===== src/rtl/bound_flasher_gen_if.sv =====
// Panel-side bundle for bound_flasher_gen: control requests in, lamp bar and status out.
// The master drives flick/hold/auto_repeat; the flasher (slave) drives the rest.
interface bound_flasher_gen_if #(
    parameter int NUM_LAMPS = 16
) ();
    localparam int LW = $clog2(NUM_LAMPS + 1);

    logic                 flick;
    logic                 hold;
    logic                 auto_repeat;
    logic [NUM_LAMPS-1:0] lamp;
    logic [LW-1:0]        level;
    logic [2:0]           state;
    logic                 busy;
    logic                 cycle_done;

    modport master (
        output flick, hold, auto_repeat,
        input  lamp, level, state, busy, cycle_done
    );

    modport slave (
        input  flick, hold, auto_repeat,
        output lamp, level, state, busy, cycle_done
    );
endinterface


===== src/rtl/bound_flasher_gen.sv =====
// Six-phase up/down thermometer lamp sequencer with flick kickback, hold,
// auto-repeat and an end-of-sequence pulse; one lamp step per clock.
module bound_flasher_gen #(
    parameter int NUM_LAMPS = 16,
    parameter int B1        = 5,
    parameter int B2        = 10
) (
    input  logic                clk,
    input  logic                rst,
    bound_flasher_gen_if.slave  bus
);
    localparam int LW = $clog2(NUM_LAMPS + 1);

    if (NUM_LAMPS < 4 || NUM_LAMPS > 64 || B1 < 1 || B1 >= B2 || B2 >= NUM_LAMPS - 1) begin : g_bad_params
        $error("bound_flasher_gen: illegal NUM_LAMPS/B1/B2 combination");
    end

    typedef enum logic [2:0] {
        IDLE    = 3'd0,
        UP_TOP  = 3'd1,
        DN_B1   = 3'd2,
        UP_B2   = 3'd3,
        DN_ZERO = 3'd4,
        UP_B1   = 3'd5,
        DN_END  = 3'd6
    } state_e;

    localparam logic [LW-1:0] LVL_TOP = LW'(NUM_LAMPS);
    localparam logic [LW-1:0] LVL_B1  = LW'(B1);
    localparam logic [LW-1:0] LVL_B1P = LW'(B1 + 1);
    localparam logic [LW-1:0] LVL_B2P = LW'(B2 + 1);

    state_e               state_q, state_d;
    logic [LW-1:0]        level_q, level_d;
    logic [NUM_LAMPS-1:0] lamp_q, lamp_d;
    logic                 busy_q, busy_d;
    logic                 cycle_done_q, cycle_done_d;

    logic          frozen;
    logic [LW-1:0] level_up, level_dn;

    assign frozen   = bus.hold && (state_q != IDLE);
    // Saturating steps keep level inside 0..N whatever the phase.
    assign level_up = (level_q == LVL_TOP) ? level_q : level_q + 1'b1;
    assign level_dn = (level_q == '0)      ? level_q : level_q - 1'b1;

    // State register
    always_ff @(posedge clk) begin
        // NOTE: sequential state uses non-blocking assignment so every flop samples pre-edge values.
        if (rst) begin
            state_q      <= IDLE;
            level_q      <= '0;
            lamp_q       <= '0;
            busy_q       <= 1'b0;
            cycle_done_q <= 1'b0;
        end else begin
            state_q      <= state_d;
            level_q      <= level_d;
            lamp_q       <= lamp_d;
            busy_q       <= busy_d;
            cycle_done_q <= cycle_done_d;
        end
    end

    // Next-state and next-level logic
    always_comb begin
        // NOTE: defaults first so no path through this block can infer a latch.
        state_d = state_q;
        level_d = level_q;
        if (!frozen) begin
            unique case (state_q)
                IDLE: begin
                    level_d = '0;
                    if (bus.flick) state_d = UP_TOP;
                end
                UP_TOP: begin
                    level_d = level_up;
                    if (level_up == LVL_TOP) state_d = DN_B1;
                end
                DN_B1: begin
                    level_d = level_dn;
                    if (level_dn == LVL_B1) state_d = bus.flick ? UP_TOP : UP_B2;
                end
                UP_B2: begin
                    level_d = level_up;
                    if (level_up == LVL_B2P) state_d = DN_ZERO;
                end
                DN_ZERO: begin
                    level_d = level_dn;
                    // Kickback at B1 or 0 outranks the normal advance at 0.
                    if (bus.flick && (level_dn == LVL_B1 || level_dn == '0)) state_d = UP_B2;
                    else if (level_dn == '0)                                 state_d = UP_B1;
                end
                UP_B1: begin
                    level_d = level_up;
                    if (level_up == LVL_B1P) state_d = DN_END;
                end
                DN_END: begin
                    level_d = level_dn;
                    if (level_dn == '0) state_d = bus.auto_repeat ? UP_TOP : IDLE;
                end
                default: begin
                    state_d = IDLE;
                    level_d = '0;
                end
            endcase
        end
    end

    // Output logic: everything is derived from the next state so outputs leave flops.
    always_comb begin
        for (int i = 0; i < NUM_LAMPS; i++) begin
            lamp_d[i] = (i < int'(level_d));
        end
        busy_d       = (state_d != IDLE);
        cycle_done_d = !frozen && (state_q == DN_END) && (level_q == LW'(1));
    end

    assign bus.lamp       = lamp_q;
    assign bus.level      = level_q;
    assign bus.state      = state_q;
    assign bus.busy       = busy_q;
    assign bus.cycle_done = cycle_done_q;
endmodule


===== src/flat_wrapper.sv =====
// flat-port wrapper written by rule: the top's interface ports become plain ports
module bound_flasher_gen_flat 
#(
    parameter int NUM_LAMPS = 16,
    parameter int B1        = 5,
    parameter int B2        = 10
)
  (clk, rst, bus_flick, bus_hold, bus_auto_repeat, bus_lamp, bus_level, bus_state, bus_busy, bus_cycle_done);
  bound_flasher_gen_if #(.NUM_LAMPS(NUM_LAMPS)) bus_i ();
  input  logic clk;
  input  logic rst;
  input wire logic [$bits(bus_i.flick)-1:0] bus_flick;
  input wire logic [$bits(bus_i.hold)-1:0] bus_hold;
  input wire logic [$bits(bus_i.auto_repeat)-1:0] bus_auto_repeat;
  output wire logic [$bits(bus_i.lamp)-1:0] bus_lamp;
  output wire logic [$bits(bus_i.level)-1:0] bus_level;
  output wire logic [$bits(bus_i.state)-1:0] bus_state;
  output wire logic [$bits(bus_i.busy)-1:0] bus_busy;
  output wire logic [$bits(bus_i.cycle_done)-1:0] bus_cycle_done;
  assign bus_i.flick = bus_flick;
  assign bus_i.hold = bus_hold;
  assign bus_i.auto_repeat = bus_auto_repeat;
  assign bus_lamp = bus_i.lamp;
  assign bus_level = bus_i.level;
  assign bus_state = bus_i.state;
  assign bus_busy = bus_i.busy;
  assign bus_cycle_done = bus_i.cycle_done;
  bound_flasher_gen #(.NUM_LAMPS(NUM_LAMPS), .B1(B1), .B2(B2)) u_core (.clk(clk), .rst(rst), .bus(bus_i));
endmodule

===== config.mk =====
export PLATFORM = sky130hd
export DESIGN_NAME = bound_flasher_gen_flat
export DESIGN_NICKNAME = d
export VERILOG_FILES = /design/src/rtl/bound_flasher_gen_if.sv /design/src/rtl/bound_flasher_gen.sv /design/src/flat_wrapper.sv
export SDC_FILE = /design/constraint.sdc
export NUM_CORES = 1
export LEC_CHECK = 0
export ABC_AREA = 0
export BUFFER_PORTS_ARGS = -buffer_cell sky130_fd_sc_hd__buf_2
export CAP_MARGIN = 10
export CORE_ASPECT_RATIO = 0.6
export CORE_MARGIN = 2
export CORE_UTILIZATION = 58
export DETAILED_ROUTE_END_ITERATION = 10
export GPL_ROUTABILITY_DRIVEN = 0
export GPL_TIMING_DRIVEN = 0
export PLACE_DENSITY_LB_ADDON = 0.3
export SYNTH_ARGS = -nofsm -noshare
export SYNTH_HDL_FRONTEND = slang
export SYNTH_SLANG_ARGS = --single-unit

===== constraint.sdc =====
create_clock -name clk -period 6.51 [get_ports clk]
set_clock_uncertainty 0.1 [all_clocks]
set_input_delay 0.651 -clock clk [delete_from_list [all_inputs] [get_ports clk]]
set_output_delay 0.651 -clock clk [all_outputs]
set_load 0.005 [all_outputs]

; ---- Word-level counts from Yosys, hierarchy flattened
; Cells that the tools add are included.
[totals]
ff_bits = 26
latch_bits = 0
in_bits = 5
elab_cells = 64
n_memories = 0
out_inout_bits = 26
ramBits = 0
romBits = 0
[op_classes]
muxes = 16
bitwise = 0
n_lt_le_gt_ge = 16
div_mod_pow = 0
reduce_logical = 13
n_shift = 0
n_addsub = 2
multipliers = 0
eq_ne = 12
[op_table]
columns = op, count
row1 = 4-bit by 5-bit < comparator with 1-bit output (first input constant), 8
row2 = 3-bit two-way mux, 9
row3 = 3-bit one-hot mux with 7 select lines, 1
row4 = 3-bit by 5-bit < comparator with 1-bit output (first input constant), 4
row5 = 5-bit two-way mux, 3
row6 = 5-bit by 3-bit equality test with 1-bit output (second input constant), 2
row7 = 5-bit equality test (second input constant), 2
row8 = 5-bit logical NOT, 2
row9 = 1-bit by 5-bit < comparator with 1-bit output (first input constant), 2
row10 = 2-bit by 5-bit < comparator with 1-bit output (first input constant), 2
row11 = 5-bit one-hot mux with 2 select lines, 1
row12 = 3-bit equality test (second input constant), 3
row13 = 3-bit by 2-bit equality test with 1-bit output (second input constant), 2
row14 = 3-bit nonzero test, 2
row15 = 3-bit OR reduction, 2
row16 = 5-bit by 1-bit adder with 5-bit output (second input constant), 1
row17 = 5-bit by 1-bit equality test with 1-bit output (second input constant), 1
row18 = 5-bit by 4-bit equality test with 1-bit output (second input constant), 1
row19 = 5-bit by 1-bit subtractor with 5-bit output (second input constant), 1
row20 = 1-bit logical AND, 4
row21 = 3-bit by 1-bit equality test with 1-bit output (second input constant), 1
row22 = 3-bit logical NOT, 1
row23 = 2-bit two-way mux, 1
row24 = 1-bit logical NOT, 1
row25 = other kinds (2), 2

; ---- Depth between registers and ports, before layout
; Gate-level depths: netlist (run 1).
[depth]
depth_word = 9
ltp_mapped = 11
depth_no_buf = 9

; ---- Worst setup path after synthesis (run 1)
; OpenSTA, ideal clock, no wires.
[synth_path]
kind = register to register
startpoint = reg u_core.level_q[1], in the netlist u_core.bus.level[1]
endpoint = reg u_core.busy_q, in the netlist u_core.bus.busy
t_required_ns = 6.276
n_path_buf = 1
t_arrival_ns = 2.739
stages_incl_launch_ff = 10
synth_period_minus_slack_ns = 2.973
setup_slack_ns = 3.537
setup_ns = 0.134
cell_sequence = dfxtp_1 clkbuf_1 inv_1 ha_1 or4b_4 mux2_4 nor3b_4 o22ai_1 or3b_1 or4_1
[synth_via]
elab_chain_len = 9
word_cells_on_any_way = 23
classes_between = add/sub: 2 / eq/ne: 5 / mux: 11 / reduce/logical: 5
[synth_rtl]
columns = element, line
row1 = from (decl), bound_flasher_gen.sv:34  ; logic [LW-1:0] level_q, level_d;
row2 = from (signal assigned), bound_flasher_gen.sv:58  ; level_q <= level_d;
row3 = 5-bit by 1-bit subtractor with 5-bit output / 5-bit logical NOT (equally long branches), bound_flasher_gen.sv:45  ; assign level_dn = (level_q == '0) ? level_q : level_q - 1'b1;
row4 = 5-bit two-way mux, bound_flasher_gen.sv:45
row5 = 5-bit by 3-bit equality test with 1-bit output / 5-bit logical NOT (equally long branches), n/a
row6 = 1-bit logical OR, bound_flasher_gen.sv:91  ; if (bus.flick && (level_dn == LVL_B1 || level_dn == '0)) state_d = UP_B2;
row7 = 1-bit logical AND, bound_flasher_gen.sv:91
row8 = 3-bit two-way mux, bound_flasher_gen.sv:91
row9 = 3-bit one-hot mux with 7 select lines *, bound_flasher_gen.sv:71  ; unique case (state_q)
row10 = 3-bit two-way mux *, bound_flasher_gen.sv:70  ; if (!frozen) begin
row11 = 3-bit nonzero test *, bound_flasher_gen.sv:115  ; busy_d = (state_d != IDLE);
row12 = to (signal assigned), bound_flasher_gen.sv:60  ; busy_q <= busy_d;
row13 = to (decl), bound_flasher_gen.sv:36  ; logic busy_q, busy_d;
; Mark *: on every way between the ends. The rest lies on a longest branch, timed or not.
; A chain may end at the register's enable or synchronous reset.

; ---- Worst setup path in the final report (run 1)
; Same ends and word-level chain as after synthesis.

==> impl_metrics.ini, run 1 <==
[timing]
rsz0062_at_grt = no
period_share_pct = 51.3
finalHoldViolations = 0
slew_headroom_pct = 49.1
worst_hold_slack_ns = 0.702
clock.fmax_mhz = 299
finalSetupViolCount = 0
drv_slew = 0
fin_crit_ns = 3.34
tightestPinTransition_ns = 0.757
fin_tns_setup_ns = 0

[critical_path]
critPathArrivalTime_ns = 3.38
slowest_delay_ns = 0.53
cp_max_fo = 7
critPathLaunchType = register
r2r-start = u_core.bus.level[1]
worstSetupStartpoint = u_core.bus.level[1]
path_class = reg2reg
slowest_stage = or4b_4
cp-end-kind = register
crit_path_cell_trace = clkbuf_1, inv_1, ha_1, or4b_4, mux2_4, nor3b_4, o22ai_1, or3b_1, or4_1
cp.required_ns = 6.55

[power_and_ir_drop]
power_frac_seq_pct = 47.2
total_power_mw = 0.349
p_int_mw = 0.243
leakage_nw = 0.774
p_clk_share_pct = 25.7
switchingPower_mw = 0.106
swShare_pct = 30.4
vdd_drop_max_uv = 96.8
p_comb_share_pct = 27.1
power_density_nw_per_um2 = 197

[clock_network]
root_buffer = clkbuf_8
cts_tree = done
cts_made_buffers = 3
cts_resized = 0
clk_pin_slew_ns = 0.08
clk-insertion-delay-late_ns = 0.27
postCtsSetupRepairBufs = 0
clock_sinks = 25
htree_levels = 1
cts_max_path_buffers = 2
cts_hold_buf = 0

[logic_synthesis]
yosys-top-cells-count = 25 x dfxtp_1, 15 x o21ai_0, 14 x clkbuf_1, 14 x nand2_1, 13 x nor2_1
avgSynthCellArea_um2 = 7.91
synth_fp_nets = 206
synth_edf_count = 0
ys_ff_latch = 25
yosysTopAreaCell = dfxtp_1
async_flop_share_pct = 0
yosysMostFrequentCell = dfxtp_1
yosys_warnings = 0
syn-cell-area_um2 = 1540
synth-main-ff-cell = dfxtp_1
synthTopCellsByArea = dfxtp_1 32%, ha_1 4.9%, o21ai_0 4.9%
synthDistinctLibCells = 51
yosysSeqAreaShare_pct = 32.5
synthCells = 195
yosys.area.top_type_share_pct = 32.5

[grt]
overflow = 0
grt_pass1_wl_mm = 6.10
grt_pass1_vias = 1313
grt_usage_pct = 25.5
antenna_found_initial = 0
grt_max_degree = 14

[detailed_routing]
drt_iter0_markers = 171
postRouteAntennaNets = 0
drtPass1Iterations = 6
vias = 1603
avgRoutedWirePerCell_um = 14.7
wl_mm = 3.81
drcViolationCount = 0
vias_per_cell = 6.17

[floorplanning]
io_pins = 31
die_height_um = 43.9
fp.coreArea_um2 = 2520
dieArea_um2 = 3100
num_rows = 14
fp.dieW_um = 70.6
start_util_pct = 61.1

[flow_run]
drv_cap = 0

[final_layout]
final_cell_area_um2 = 1770
multi_input_area_um2 = 936
regArea_um2 = 500
synthToLayoutAreaGrowth_pct = 14.9
fillers = 212
drive_gt1_share_pct = 19.7
fin_nets = 240
antenna_cells = 0

[worst_hold_path]
min-delay-start = u_core.bus.state[1]
hp-class = reg2reg

[place]
placed_area_um2 = 1730
hpwl_mm = 2.96
io_buffers = 29

[outcome]
status = finished, final reports clean
-- layout by cell type (no fill, tap or decap), types with 2 or more instances in the layout --
cell	count
clkbuf_8	3
o21ai_0	15
nor3_1	8
mux2i_1	2
a22oi_1	3
nor4_1	6
and3_1	3
ha_1	6
and2_1	3
nand3b_1	3
dfxtp_1	25
nand2b_1	2
nand3_1	6
xnor2_1	3
o211ai_1	2
a31oi_1	4
nor2b_1	2
nor2_1	13
or2_2	6
a2111oi_0	2
nor4b_1	2
o311ai_0	2
o31ai_1	2
inv_1	9
clkbuf_1	15
buf_2	29
or3_1	3
nand2_1	14
a21oi_1	10
a211oi_1	2
-- final cells by class --
class                   instances  share of cell area [%]
flip-flops and latches         25                    28.2
clock buffers                   4                    2.54
plain buffers                  16                    4.03
inverters                       9                    1.91
multi-input cells             145                    52.8
repair buffers                 29                    8.19
well taps                      32                    2.26
-- worst max-delay path, delay by kind of cell, from the launching register on --
kind,cells,cell delay [ns]
AOI/OAI and AO/OA,1,0.10
adders and majority gates,1,0.29
buffers and inverters,2,0.40
DFF,1,0.35
muxes,1,0.34
and+or+nand+nor,4,1.64
-- power groups by stage --
stage | Combinational (mW) | Sequential [mW] | Clock, mW
2_1_floorplan | 0.0667 | 0.169 | 0
3_3_place_gp | 0.0896 | 0.168 | 0
3_5_place_dp | 0.0919 | 0.169 | 0
4_1_cts | 0.0923 | 0.165 | 0.0901
5_1_grt | 0.103 | 0.166 | 0.0958
6_report | 0.0947 | 0.165 | 0.0896
-- cell families (layout without fill, tap and decap cells) --
logic type               after synthesis  count (layout)  synth area share, %
AND/OR/NAND/NOR                       77              77                 27.9
AO/OA/AOI/OAI                         55              55                 23.4
flip-flops                            25              25                 32.5
XOR/XNOR                               4               4                 2.27
buffers and inverters                 25              58                 6.82
multiplexers                           3               3                 2.27
adder cells (fa/ha/maj)                6               6                 4.87
-- metal layers --
| layer | share of wire [%] | wire [µm] | track usage [%] | up-vias |
|---|---|---|---|---|
| met1 | 44 | 1680 | 36.5 | 716 |
| met4 | 1.2 | 44 | 6.79 | 0 |
| met2 | 42 | 1610 | 38.3 | 109 |
| li1 | - | - | - | 770 |
| met5 | 0 | 0 | 0 | - |
| met3 | 12 | 476 | 7.21 | 8 |
-- state kept, by name, summed over array words and instances (netlist names) --
signal	cells
u_core.bus.state	3
u_core.bus.busy	1
u_core.bus.level	4
u_core.bus.cycle_done	1
u_core.bus.lamp	16
-- stage by stage --
step / setup WS [ns] / instances / util [%]
after CTS: 3.22 / 260 / 70.2
after global routing: 3.08 / 260 / 70.2
final: 3.17 / 260 / 70.2
after global placement: 3.29 / 256 / 68.5
after floorplan: 3.54 / 195 / -
after detailed placement: 3.23 / 256 / 68.5
-- final timing paths --
check,slack [ns],cells after the start,to
worst max-delay path,3.17,9,u_core.bus.busy
worst max register to register,3.17,9,u_core.bus.busy
worst min register to register,0.70,4,u_core.bus.state[2]
worst min-delay path,0.70,4,u_core.bus.state[2]
Power figures use the tool's default switching activity.
==> run 2, diff against run 1 <==
--- a/config.mk
+++ b/config.mk
@@ -5,12 +5,12 @@
 export SDC_FILE = /design/constraint.sdc
 export NUM_CORES = 1
 export LEC_CHECK = 0
-export ABC_AREA = 0
+export ABC_AREA = 1
 export BUFFER_PORTS_ARGS = -buffer_cell sky130_fd_sc_hd__buf_2
 export CAP_MARGIN = 10
 export CORE_ASPECT_RATIO = 0.6
 export CORE_MARGIN = 2
-export CORE_UTILIZATION = 58
+export CORE_UTILIZATION = 50
 export DETAILED_ROUTE_END_ITERATION = 10
 export GPL_ROUTABILITY_DRIVEN = 0
 export GPL_TIMING_DRIVEN = 0
==> constraint.sdc (replaced) <==
create_clock -name clk -period 2.7 [get_ports clk]
set_clock_uncertainty 0.1 [all_clocks]
set_input_delay 0.27 -clock clk [delete_from_list [all_inputs] [get_ports clk]]
set_output_delay 0.27 -clock clk [all_outputs]
set_load 0.005 [all_outputs]
==> run 2 against run 1 <==
  * Cell count increased by 21%
  * Combinational power increased by 120%
  * Utilization decreased by 11 points
  * Sequential power increased by 140%
  * Maximum frequency increased by 41%
  * Worst hold slack got worse by 0.47 ns
  * Die area increased by 23%
  * Register-to-register slack got worse by 2.8 ns
==> impl_metrics.ini, run 2 <==
[outcome]
status = finished, final reports clean

[logic_synthesis]
avgSynthCellArea_um2 = 7.06
yosysMostFrequentCell = nand2_1
ys_ff_latch = 25
async_flop_share_pct = 0
synth_fp_nets = 247
syn-cell-area_um2 = 1670
synthDistinctLibCells = 34
synthCells = 236
yosys.area.top_type_share_pct = 30.0
synthTopCellsByArea = dfxtp_1 30%, nand2_1 14%, nand3_1 5.7%
yosysSeqAreaShare_pct = 30.0
yosysTopAreaCell = dfxtp_1
synth-main-ff-cell = dfxtp_1
synth_edf_count = 0
yosys_warnings = 0
yosys-top-cells-count = 64 x nand2_1, 25 x dfxtp_1, 21 x inv_1

[timing]
period_share_pct = 87.9
finalHoldViolations = 0
slew_headroom_pct = 63.9
finalSetupViolCount = 0
clock.fmax_mhz = 422
fin_crit_ns = 2.37
rsz0062_at_grt = no
tightestPinTransition_ns = 0.542
setup_slack_ns = 0.328
fin_tns_setup_ns = 0
drv_slew = 0

[place]
place_ws_ns = 0.306
hpwl_mm = 2.95
io_buffers = 30

[power_and_ir_drop]
leakage_nw = 0.996
power_density_nw_per_um2 = 424
vdd_drop_max_uv = 239
total_power_mw = 0.815

[floorplanning]
fp.dieW_um = 78.5
start_util_pct = 51.7
num_rows = 16
dieArea_um2 = 3830
fp.coreArea_um2 = 3220
die_height_um = 48.7
io_pins = 31

[clock_network]
postCtsSetupRepairBufs = 0
cts_hold_buf = 0
htree_levels = 1
cts_max_path_buffers = 2
cts_resized = 0
clk_pin_slew_ns = 0.08
cts_tree = done
cts_made_buffers = 3
clock_sinks = 25
clk-insertion-delay-late_ns = 0.26
root_buffer = clkbuf_8

[grt]
overflow = 0
grt_pass1_wl_mm = 6.24
grt_pass1_vias = 1282
grt_usage_pct = 20.3
antenna_found_initial = 0
grt_max_degree = 15

[critical_path]
r2r_setup_slack_ns = 0.33
r2r_cells = 15
timing.rr.end = u_core.bus.busy
r2r-start = u_core.bus.level[1]
critPathArrivalTime_ns = 2.43
critPathLaunchType = register
cp.required_ns = 2.76
cp-endpoint = u_core.bus.busy
worstSetupStartpoint = u_core.bus.level[1]
cp-end-kind = register
path_class = reg2reg
cp_max_fo = 8

[detailed_routing]
wl_mm = 3.68
vias_per_cell = 5.04
vias = 1587
drtPass1Iterations = 5
avgRoutedWirePerCell_um = 11.7
postRouteAntennaNets = 0
drt_iter0_markers = 91
drcViolationCount = 0

[flow_run]
drv_cap = 0

[final_layout]
fin_nets = 282
drive_gt1_share_pct = 33.0
synthToLayoutAreaGrowth_pct = 15.2
largest_register_ffs = 16
antenna_cells = 0
fillers = 311
final_common_cell = nand2_1
final_core_util_pct = 59.6
final_cell_mix = 64 x nand2_1, 31 x buf_2, 24 x dfxtp_1, 21 x inv_1

[worst_hold_path]
hp-class = in2reg
hold_depth = 3
run 2: cell types whose count changed after synthesis, moves of 8 or more:
| cell | delta |
|---|---|
| clkbuf_1 | -13 |
| nand4_1 | +8 |
| inv_1 | +12 |
| nand2_1 | +50 |
| o21ai_0 | -13 |
| nand3_1 | +13 |
| inv_2 | +10 |
run 2: layout make-up:
| class | instances | area [µm²] | area share (%) |
|---|---|---|---|
| Multi-Input combinational cell | 172 | 992 | 51.7 |
| Sequential cell | 25 | 502 | 26.1 |
| Timing Repair Buffer | 30 | 150 | 7.82 |
| Inverter | 33 | 128 | 6.64 |
| Tap cell | 45 | 56.3 | 2.93 |
| Buffer | 6 | 46.3 | 2.41 |
| Clock buffer | 3 | 41.3 | 2.15 |
| Clock inverter | 1 | 5.00 | 0.261 |
run 2: worst min path at each step:
stage                              from                  end  slack [ns]
global route                   bus_hold  u_core.bus.state[0]        0.23
detailed placement  u_core.bus.state[0]  u_core.bus.state[0]        0.49
global placement    u_core.bus.state[0]  u_core.bus.state[0]        0.49
finish                         bus_hold  u_core.bus.state[0]        0.23
floorplan                      bus_hold  u_core.bus.state[0]        0.34
CTS                            bus_hold  u_core.bus.state[0]        0.23
run 2: cell families (layout without fill, tap and decap cells):
group | Yosys count | after routing | synth area share, %
and+or+nand+nor | 140 | 140 | 42.5
buffers and inverters | 39 | 73 | 10.4
AOI/OAI and AO/OA | 26 | 26 | 12.5
DFF | 25 | 25 | 30.0
adders and majority gates | 6 | 6 | 4.50
run 2: critical path, cell delays in order (launching register included):
cell     delay (ns)
dfxtp_1        0.50
inv_1          0.21
ha_1           0.27
inv_1          0.07
nand2_1        0.05
nand2_1        0.10
nand2_2        0.08
nor2_2         0.15
nand4_1        0.19
and2_1         0.19
nor2_1         0.10
nand2_1        0.06
nand2_1        0.06
nand2_1        0.04
nand2_1        0.06
nand2_1        0.05
run 2: through the flow:
stage	instances	instance area [µm²]	hold slack, ns
6_report	315	1920	0.231
5_1_grt	315	1920	0.230
4_1_cts	315	1920	0.227
3_5_place_dp	311	1870	0.492
3_3_place_gp	311	1870	0.488
2_1_floorplan	236	1670	0.341
run 2: where the power goes:
group | leakage [nW] | switching (mW) | internal, mW
sequential | 0.203 | 0.0134 | 0.381
combinational | 0.767 | 0.139 | 0.0714
clock | 0.0255 | 0.108 | 0.103
total | 0.996 | 0.260 | 0.555
run 2: per-layer routing:
metal  track usage [%]  wire length, µm  vias to the layer above
met2              26.1             1410                       63
met1              34.3             1940                      701
met5                 0                0                        -
met4              2.34                0                        0
li1                  -                -                      823
met3              4.48              330                        0
